--- config.mk ---
export PLATFORM = sky130hd
export DESIGN_NAME = scan_row_rx_flat
export DESIGN_NICKNAME = d
export VERILOG_FILES = /design/src/rtl/scan_row_if.sv /design/src/rtl/scan_row_rx.sv /design/src/flat_wrapper.sv
export SDC_FILE = /design/constraint.sdc
export NUM_CORES = 1
export LEC_CHECK = 0
export CAP_MARGIN = 20
export CORE_MARGIN = 4
export CORE_UTILIZATION = 40
export DETAILED_ROUTE_END_ITERATION = 6
export GPL_TIMING_DRIVEN = 0
export PLACE_DENSITY_LB_ADDON = 0.2
export SKIP_LAST_GASP = 1
export SLEW_MARGIN = 0
export SYNTH_ARGS = -nofsm -noshare
export SYNTH_HDL_FRONTEND = slang
export SYNTH_SLANG_ARGS = --single-unit
--- constraint.sdc ---
create_clock -name clk -period 2.5 [get_ports clk]
set_clock_uncertainty 0.2 [all_clocks]
set_input_delay 0.75 -clock clk [delete_from_list [all_inputs] [get_ports clk]]
set_output_delay 0.75 -clock clk [all_outputs]
set_load 0.1 [all_outputs]
--- src/rtl/scan_row_if.sv ---
// Row-protocol bundle between the scan controller (master) and the chip-side row receiver (slave).
// Carries the serial row stream, the strobes and the decoded status/address outputs.
interface scan_row_if #(
  parameter int unsigned ADDR_W = 10
);
  logic              col_start;
  logic              row_data;
  logic              lrn;
  logic              g1;
  logic              disp_valid;
  logic [ADDR_W-1:0] disp_addr;
  logic              clr_valid;
  logic [ADDR_W-1:0] clr_addr;
  logic [ADDR_W-1:0] row_active;
  logic              marker_err;
  logic              frame_err;
  logic              range_err;
  logic              seq_err;
  logic [15:0]       frame_cnt;

  modport master (
    output col_start, row_data, lrn, g1,
    input  disp_valid, disp_addr, clr_valid, clr_addr, row_active,
    input  marker_err, frame_err, range_err, seq_err, frame_cnt
  );

  modport slave (
    input  col_start, row_data, lrn, g1,
    output disp_valid, disp_addr, clr_valid, clr_addr, row_active,
    output marker_err, frame_err, range_err, seq_err, frame_cnt
  );
endinterface

--- src/rtl/scan_row_rx.sv ---
// Chip-side decoder for the serial row protocol: frames on col_start, deserializes display and
// clear addresses, checks markers/range/sequence and double-buffers the active row on g1.
module scan_row_rx #(
  parameter int unsigned ADDR_W    = 10,
  parameter int unsigned MARK_W    = 10,
  parameter int unsigned FRAME_LEN = 45,
  parameter int unsigned ROWS      = 720
) (
  input  logic      clk,
  input  logic      rst_n,
  scan_row_if.slave bus
);

  localparam int unsigned SlotW = $clog2(FRAME_LEN);
  localparam logic [SlotW-1:0] DispLast  = SlotW'(ADDR_W - 1);
  localparam logic [SlotW-1:0] Mark0Last = SlotW'(ADDR_W + MARK_W - 1);
  localparam logic [SlotW-1:0] ClrLast   = SlotW'(2 * ADDR_W + MARK_W - 1);
  localparam logic [SlotW-1:0] Mark1Last = SlotW'(2 * (ADDR_W + MARK_W) - 1);
  localparam logic [SlotW-1:0] FrameLast = SlotW'(FRAME_LEN - 1);

  typedef enum logic [2:0] {StIdle, StDisp, StMark0, StClr, StMark1, StTail} state_e;

  state_e            state_q, state_d;
  logic [SlotW-1:0]  slot_q, slot_d;
  logic [ADDR_W-1:0] disp_sr_q, disp_sr_d, clr_sr_q, clr_sr_d;
  logic              mark_ok_q, mark_ok_d, lrn_seen_q, lrn_seen_d, have_prev_q, have_prev_d;
  logic              disp_valid_q, disp_valid_d, clr_valid_q, clr_valid_d;
  logic [ADDR_W-1:0] disp_addr_q, disp_addr_d, clr_addr_q, clr_addr_d;
  logic [ADDR_W-1:0] row_active_q, row_active_d;
  logic              marker_err_q, marker_err_d, frame_err_q, frame_err_d;
  logic              range_err_q, range_err_d, seq_err_q, seq_err_d;
  logic [15:0]       frame_cnt_q, frame_cnt_d;
  logic              mark_ok_now;
  logic [31:0]       seq_inc, seq_exp;

  always_comb begin
    state_d      = state_q;
    slot_d       = slot_q;
    disp_sr_d    = disp_sr_q;
    clr_sr_d     = clr_sr_q;
    mark_ok_d    = mark_ok_q;
    lrn_seen_d   = lrn_seen_q;
    have_prev_d  = have_prev_q;
    disp_addr_d  = disp_addr_q;
    clr_addr_d   = clr_addr_q;
    frame_cnt_d  = frame_cnt_q;
    disp_valid_d = 1'b0;
    clr_valid_d  = 1'b0;
    marker_err_d = 1'b0;
    frame_err_d  = 1'b0;
    range_err_d  = 1'b0;
    seq_err_d    = 1'b0;
    row_active_d = bus.g1 ? disp_addr_q : row_active_q;
    mark_ok_now  = mark_ok_q & bus.row_data;
    // Expected successor of the previous display word, (prev + 1) mod ROWS.
    seq_inc      = 32'(disp_addr_q) + 32'd1;
    seq_exp      = (seq_inc >= ROWS) ? seq_inc - ROWS : seq_inc;

    if (bus.col_start) begin
      frame_err_d = (state_q != StIdle);
      state_d     = StDisp;
      slot_d      = SlotW'(1);
      disp_sr_d   = {bus.row_data, disp_sr_q[ADDR_W-1:1]};
      lrn_seen_d  = bus.lrn;
      mark_ok_d   = 1'b1;
    end else begin
      if (state_q != StIdle) slot_d = slot_q + SlotW'(1);
      case (state_q)
        StIdle: ;
        StDisp: begin
          disp_sr_d  = {bus.row_data, disp_sr_q[ADDR_W-1:1]};
          lrn_seen_d = lrn_seen_q | bus.lrn;
          if (slot_q == DispLast) state_d = StMark0;
        end
        StMark0: begin
          lrn_seen_d = lrn_seen_q | bus.lrn;
          mark_ok_d  = mark_ok_now;
          if (slot_q == Mark0Last) begin
            state_d   = StClr;
            mark_ok_d = 1'b1;
            if (mark_ok_now) begin
              disp_valid_d = 1'b1;
              disp_addr_d  = disp_sr_q;
              have_prev_d  = 1'b1;
              range_err_d  = (32'(disp_sr_q) >= ROWS);
              seq_err_d    = have_prev_q && (32'(disp_sr_q) != seq_exp);
            end else begin
              marker_err_d = 1'b1;
            end
          end
        end
        StClr: begin
          clr_sr_d   = {bus.row_data, clr_sr_q[ADDR_W-1:1]};
          lrn_seen_d = lrn_seen_q | bus.lrn;
          if (slot_q == ClrLast) state_d = StMark1;
        end
        StMark1: begin
          mark_ok_d = mark_ok_now;
          if (slot_q == Mark1Last) begin
            state_d = StTail;
            if (!mark_ok_now) begin
              marker_err_d = 1'b1;
            end else if (lrn_seen_q) begin
              clr_valid_d = 1'b1;
              clr_addr_d  = clr_sr_q;
              range_err_d = (32'(clr_sr_q) >= ROWS);
            end
          end
        end
        StTail: begin
          if (slot_q == FrameLast) begin
            state_d     = StIdle;
            slot_d      = '0;
            frame_cnt_d = frame_cnt_q + 16'd1;
          end
        end
        default: state_d = StIdle;
      endcase
    end
  end

  always_ff @(posedge clk or negedge rst_n) begin
    if (!rst_n) begin
      state_q      <= StIdle;
      slot_q       <= '0;
      disp_sr_q    <= '0;
      clr_sr_q     <= '0;
      mark_ok_q    <= 1'b0;
      lrn_seen_q   <= 1'b0;
      have_prev_q  <= 1'b0;
      disp_valid_q <= 1'b0;
      disp_addr_q  <= '0;
      clr_valid_q  <= 1'b0;
      clr_addr_q   <= '0;
      row_active_q <= '0;
      marker_err_q <= 1'b0;
      frame_err_q  <= 1'b0;
      range_err_q  <= 1'b0;
      seq_err_q    <= 1'b0;
      frame_cnt_q  <= '0;
    end else begin
      state_q      <= state_d;
      slot_q       <= slot_d;
      disp_sr_q    <= disp_sr_d;
      clr_sr_q     <= clr_sr_d;
      mark_ok_q    <= mark_ok_d;
      lrn_seen_q   <= lrn_seen_d;
      have_prev_q  <= have_prev_d;
      disp_valid_q <= disp_valid_d;
      disp_addr_q  <= disp_addr_d;
      clr_valid_q  <= clr_valid_d;
      clr_addr_q   <= clr_addr_d;
      row_active_q <= row_active_d;
      marker_err_q <= marker_err_d;
      frame_err_q  <= frame_err_d;
      range_err_q  <= range_err_d;
      seq_err_q    <= seq_err_d;
      frame_cnt_q  <= frame_cnt_d;
    end
  end

  assign bus.disp_valid = disp_valid_q;
  assign bus.disp_addr  = disp_addr_q;
  assign bus.clr_valid  = clr_valid_q;
  assign bus.clr_addr   = clr_addr_q;
  assign bus.row_active = row_active_q;
  assign bus.marker_err = marker_err_q;
  assign bus.frame_err  = frame_err_q;
  assign bus.range_err  = range_err_q;
  assign bus.seq_err    = seq_err_q;
  assign bus.frame_cnt  = frame_cnt_q;

endmodule

--- src/flat_wrapper.sv ---
// flat-port wrapper written by rule: the top's interface ports become plain ports
module scan_row_rx_flat 
#(
  parameter int unsigned ADDR_W    = 10,
  parameter int unsigned MARK_W    = 10,
  parameter int unsigned FRAME_LEN = 45,
  parameter int unsigned ROWS      = 720
)
  (clk, rst_n, bus_col_start, bus_row_data, bus_lrn, bus_g1, bus_disp_valid, bus_disp_addr, bus_clr_valid, bus_clr_addr, bus_row_active, bus_marker_err, bus_frame_err, bus_range_err, bus_seq_err, bus_frame_cnt);
  scan_row_if #(.ADDR_W(ADDR_W)) bus_i ();
  input  logic clk;
  input  logic rst_n;
  input wire logic [$bits(bus_i.col_start)-1:0] bus_col_start;
  input wire logic [$bits(bus_i.row_data)-1:0] bus_row_data;
  input wire logic [$bits(bus_i.lrn)-1:0] bus_lrn;
  input wire logic [$bits(bus_i.g1)-1:0] bus_g1;
  output wire logic [$bits(bus_i.disp_valid)-1:0] bus_disp_valid;
  output wire logic [$bits(bus_i.disp_addr)-1:0] bus_disp_addr;
  output wire logic [$bits(bus_i.clr_valid)-1:0] bus_clr_valid;
  output wire logic [$bits(bus_i.clr_addr)-1:0] bus_clr_addr;
  output wire logic [$bits(bus_i.row_active)-1:0] bus_row_active;
  output wire logic [$bits(bus_i.marker_err)-1:0] bus_marker_err;
  output wire logic [$bits(bus_i.frame_err)-1:0] bus_frame_err;
  output wire logic [$bits(bus_i.range_err)-1:0] bus_range_err;
  output wire logic [$bits(bus_i.seq_err)-1:0] bus_seq_err;
  output wire logic [$bits(bus_i.frame_cnt)-1:0] bus_frame_cnt;
  assign bus_i.col_start = bus_col_start;
  assign bus_i.row_data = bus_row_data;
  assign bus_i.lrn = bus_lrn;
  assign bus_i.g1 = bus_g1;
  assign bus_disp_valid = bus_i.disp_valid;
  assign bus_disp_addr = bus_i.disp_addr;
  assign bus_clr_valid = bus_i.clr_valid;
  assign bus_clr_addr = bus_i.clr_addr;
  assign bus_row_active = bus_i.row_active;
  assign bus_marker_err = bus_i.marker_err;
  assign bus_frame_err = bus_i.frame_err;
  assign bus_range_err = bus_i.range_err;
  assign bus_seq_err = bus_i.seq_err;
  assign bus_frame_cnt = bus_i.frame_cnt;
  scan_row_rx #(.ADDR_W(ADDR_W), .MARK_W(MARK_W), .FRAME_LEN(FRAME_LEN), .ROWS(ROWS)) u_core (.clk(clk), .rst_n(rst_n), .bus(bus_i));
endmodule
==> results.md <==
- The overall fraction of global-route tracks in use is 0.1483.
- For this run, the number of Yosys warnings is 0.
- The final layout contains 464 nets.
- The leakage power is 2.463 nW.
- The post-synthesis async set-or-reset flop share is 1.000.
- The number of buffers added on ports is 55.
- The filler cell count is 932.
- Walking the worst path, the cells encountered are ha_4, a311o_1, o211a_1, o311a_4, o22ai_4, ha_4, a32oi_2, o32ai_2, a41oi_2.
- Summed over all layers, the routed wires come to 9051 µm.
- The routed layout has 3054 vias.
- The number of clock buffers added by TritonCTS is 9.
- The clock passes through at most 2 buffers.
- Headroom to the max-slew limit came out at 0.3722.
- The number of rows created at floorplan is 37.
- The final worst setup slack is -0.2517 ns.
- The kind of path behind the tightest hold check is in -> async.
- Entering global routing, the biggest net connects 63 pins.
- The worst IR drop on VDD is 0.0003120 V.
- The TritonCTS sink count is 84.
- Detailed placement ended at an HPWL of 6124 µm.
- The share of power burned in the clock network is 0.307.
- The total of flip-flops plus latches after synthesis is 84.
- The post-route worst hold slack is 0.08584 ns.
- In this run the horizontal extent of the chip is 110.3 µm.
- The post-synthesis instance area is 4185 µm².
- Max-cap violations in this run came to 0.
- The number of global-route vias before repair is 2929.
- The floorplan step defined a die boundary enclosing 12160 µm².
- The number of diodes is 0.
- The count of nets left with antenna violations after detail routing is 0.
- Summing all multi-input logic gate instances after layout gives 2152 µm².
- For this design the total switching power over the nets is 0.001132 W.
- For this design the ratio of total power to cell area is 663.1 nW/µm².
- The largest single stage delay on the critical path is 0.52 ns.
- The number of top-level pins is 58.
- The number of antenna violations at the first check in global routing came to 0.
- The capturing element type of the critical path is a register.
- The buffering stage count on the worst path with inverters included is 0.
- The shortest clock period the worst path allows after layout is 2.752 ns.
- STA classifies the critical path startpoint as a register.
- The worst path required time is 2.57 ns.
- The growth of design area from synthesis to finish is 31.63%.
- The initial utilization of the core area, before any placement, comes to 0.4072.
- Counting every net in the synthesized netlist gives 381.
- Data arrives at the worst endpoint at 2.82 ns.
- In the final routed layout, each cell accounts on average for 15.29 µm.
- The share of the Yosys chip area taken by registers is 0.5022.
- Grouping stages by cell kind, the critical path spends the most delay in compound AO/OA/AOI/OAI gates.
- The sequential power share is 0.478.
- The slowest stage of the critical path belongs to the cell sky130_fd_sc_hd__dfrtp_4.
- The congestion estimate from routability-driven global placement came to 0.8789.
- Registers take 2127 µm².
- The max-slew violation total from the final report came to 0.
- By area the synthesized netlist is led by sky130_fd_sc_hd__dfrtp_1, sky130_fd_sc_hd__mux2_2, sky130_fd_sc_hd__xnor2_1, sky130_fd_sc_hd__xor2_1, sky130_fd_sc_hd__nor2_1.
- The largest area contributor in the netlist is sky130_fd_sc_hd__dfrtp_1.
- After floorplanning, the core was sized to cover 10280 µm².
- The clock reaches the later pin of the worst-skew pair after 0.35 ns.
- The most frequently used flop master after synthesis is sky130_fd_sc_hd__dfrtp_1.
- By instance count, the leading cell after synthesis is sky130_fd_sc_hd__dfrtp_1.
- The clock slew seen by the registers of the worst setup and hold paths is 0.10 ns.
- The transition time at the pin with the least slew margin is 0.9453 ns.
- The checks that failed: setup timing.
- For this run, design rule violations remaining after detail routing come to 0.
- The die height is 110.3 µm.
- The number of instances in the synthesized netlist is 368.
- The total count of hold-check failures in the final report was 0.
- The combinational share of power is 0.215.
- In this run the mean area of a mapped cell was 11.37 µm².
- The fraction of final layout cells sized beyond drive strength 1 is 0.3947.
- The TritonCTS clock tree is done.
- The total power draw is 0.003653 W.
- In this run, the number of DRC markers left after iteration 0 of detailed routing was 99.
- The total of endpoints with negative setup slack in the final report is 1.
- The maximum achievable frequency is 363.4 MHz.
- The flow ran to the end, but the final reports show violations.
- The first global-routing pass estimated 14220 µm of wire.
- The proportion of netlist area held by the largest area contributor is 0.5022.
- The number of enable flip-flop cells after synthesis is 0.
- The clock tree synthesis step divided the H-tree into 3 levels.
- Of the total power, the share spent switching nets is 0.3099.
- The most numerous cell type found on the critical path is sky130_fd_sc_hd__ha_4.
- The root buffer cell is sky130_fd_sc_hd__clkbuf_8.
- Ranked by instance count, the synthesized netlist is headed by sky130_fd_sc_hd__dfrtp_1, sky130_fd_sc_hd__mux2_2, sky130_fd_sc_hd__nor2_1.
- Global routing finished with a remaining overflow of 0.
- The first-pass detailed-route iteration total is 4.
- The post-route fraction of the period consumed by the critical path is 1.101.
- The critical path start-end classification is reg -> reg.
- The number of different library cells in the post-synthesis netlist is 54.
- Along the worst path, the maximum fanout reaches 6.
- Setup repair after global routing could not meet its margin everywhere.
- The internal power contribution is 0.002521 W.
- In the routed layout, each cell is associated on average with a via count of 5.159.
routing by layer:
metal | vias to the layer above | wire (µm) | track usage
li1 | 1483 | - | -
met1 | 1507 | 4204 | 0.1995
met2 | 48 | 4384 | 0.2366
met3 | 16 | 282 | 0.02621
met4 | 0 | 179 | 0.06245
met5 | - | 0 | 0
cells in the final DEF (no fill, tap or decap), types with 3 or more instances in the layout:
cell                              Yosys  final
sky130_fd_sc_hd__a21oi_1              4      4
sky130_fd_sc_hd__a31oi_1              4      4
sky130_fd_sc_hd__and2_1               5      4
sky130_fd_sc_hd__inv_1                7      7
sky130_fd_sc_hd__nand4_1              8      8
sky130_fd_sc_hd__buf_4                0     22
sky130_fd_sc_hd__nor3_1               8      4
sky130_fd_sc_hd__nor3_2               0      3
sky130_fd_sc_hd__clkbuf_2             1     13
sky130_fd_sc_hd__dfrtp_4              0      6
sky130_fd_sc_hd__clkbuf_8             0     10
sky130_fd_sc_hd__xor2_1              16     16
sky130_fd_sc_hd__ha_1                 7      5
sky130_fd_sc_hd__o211ai_1             4      4
sky130_fd_sc_hd__o21ai_0             10     10
sky130_fd_sc_hd__dfrtp_1             84     76
sky130_fd_sc_hd__clkbuf_1             8      5
sky130_fd_sc_hd__and3_1               5      5
sky130_fd_sc_hd__nor2_1              27     26
sky130_fd_sc_hd__nand2b_1             5      5
sky130_fd_sc_hd__clkdlybuf4s15_1      0      3
sky130_fd_sc_hd__nor4_4               0      3
sky130_fd_sc_hd__xnor2_1             20     20
sky130_fd_sc_hd__nand3_1             13     13
sky130_fd_sc_hd__nand2_1             22     22
sky130_fd_sc_hd__clkdlybuf4s15_2      0     39
sky130_fd_sc_hd__o211a_1              4      4
sky130_fd_sc_hd__buf_2                8      3
sky130_fd_sc_hd__mux2_2              50     50
sequential cells by signal (all words and copies together), names as in the netlist, 3 cells and up:
name / flops
u_core.bus.clr_addr: 10
u_core.bus.disp_addr: 10
u_core.bus.frame_cnt: 16
u_core.bus.row_active: 10
u_core.clr_sr_q: 10
u_core.disp_sr_q: 10
u_core.slot_q: 6
u_core.state_q: 3
per-stage QoR:
stage                     setup WS (ns)    util  area [µm²]  TNS [ns]  std cells
after floorplan                 -0.3160       -        4249   -0.3160        368
after global placement           -3.138  0.4836        4970   -226.62        559
after detailed placement        -0.7066  0.4860        4995    -8.657        560
after CTS                       -0.2578  0.5274        5420   -0.4926        584
after global routing            -0.3481  0.5360        5509   -0.3609        592
final                           -0.2517  0.5360        5509   -0.2517        592
cell type report:
| type | instances | area share |
|---|---|---|
| buffer | 16 | 0.01635 |
| clock buffer | 10 | 0.02498 |
| sequential | 84 | 0.3861 |
| multi-input combinational | 259 | 0.3906 |
| inverter | 7 | 0.004769 |
| clock inverter | 6 | 0.01749 |
| timing repair buffer | 74 | 0.1288 |
| tap | 136 | 0.03089 |
timing repair:
item | in CTS | in global routing
endpoints found under the setup margin | 73 | 47
pin swaps | 8 | 8
gates resized for setup | 152 | 30
hold buffers | 0 | 0
setup buffers | 10 | 8
path summary, 6_finish.rpt:
check	to	from	slack, ns	cells after the start
worst max-delay path	u_core.bus.seq_err	u_core.bus.disp_addr[1]	-0.25	9
worst min-delay path	u_core.bus.frame_cnt[10]	rst_n	0.09	1
worst max register to register	u_core.bus.seq_err	u_core.bus.disp_addr[1]	-0.25	9
worst min register to register	u_core.bus.frame_cnt[15]	u_core.bus.frame_cnt[15]	0.28	1
max in group asynchronous	u_core.bus.disp_addr[0]	rst_n	1.38	2
min in group clk	u_core.bus.frame_cnt[15]	u_core.bus.frame_cnt[15]	0.28	1
power groups by stage:
stage	registers [W]	clock network, W	logic (W)
final	0.00175	0.00112	0.000787
after floorplan	0.00174	0	0.000571
after detailed placement	0.00177	0	0.000745
after CTS	0.00175	0.00116	0.000760
after global placement	0.00177	0	0.000726
after global routing	0.00178	0.00121	0.000876
cells by family (layout without fill, tap and decap cells):
logic type,Yosys count,in the layout,share of synthesized area
and+or+nand+nor,115,115,0.1465
DFF,84,84,0.5022
muxes,52,52,0.1393
AOI/OAI and AO/OA,49,49,0.09058
xor gates and xnor gates,36,36,0.07534
buffers and inverters,25,113,0.02511
adders and majority gates,7,7,0.02093
Note: power is estimated with default switching activity, not from simulation.
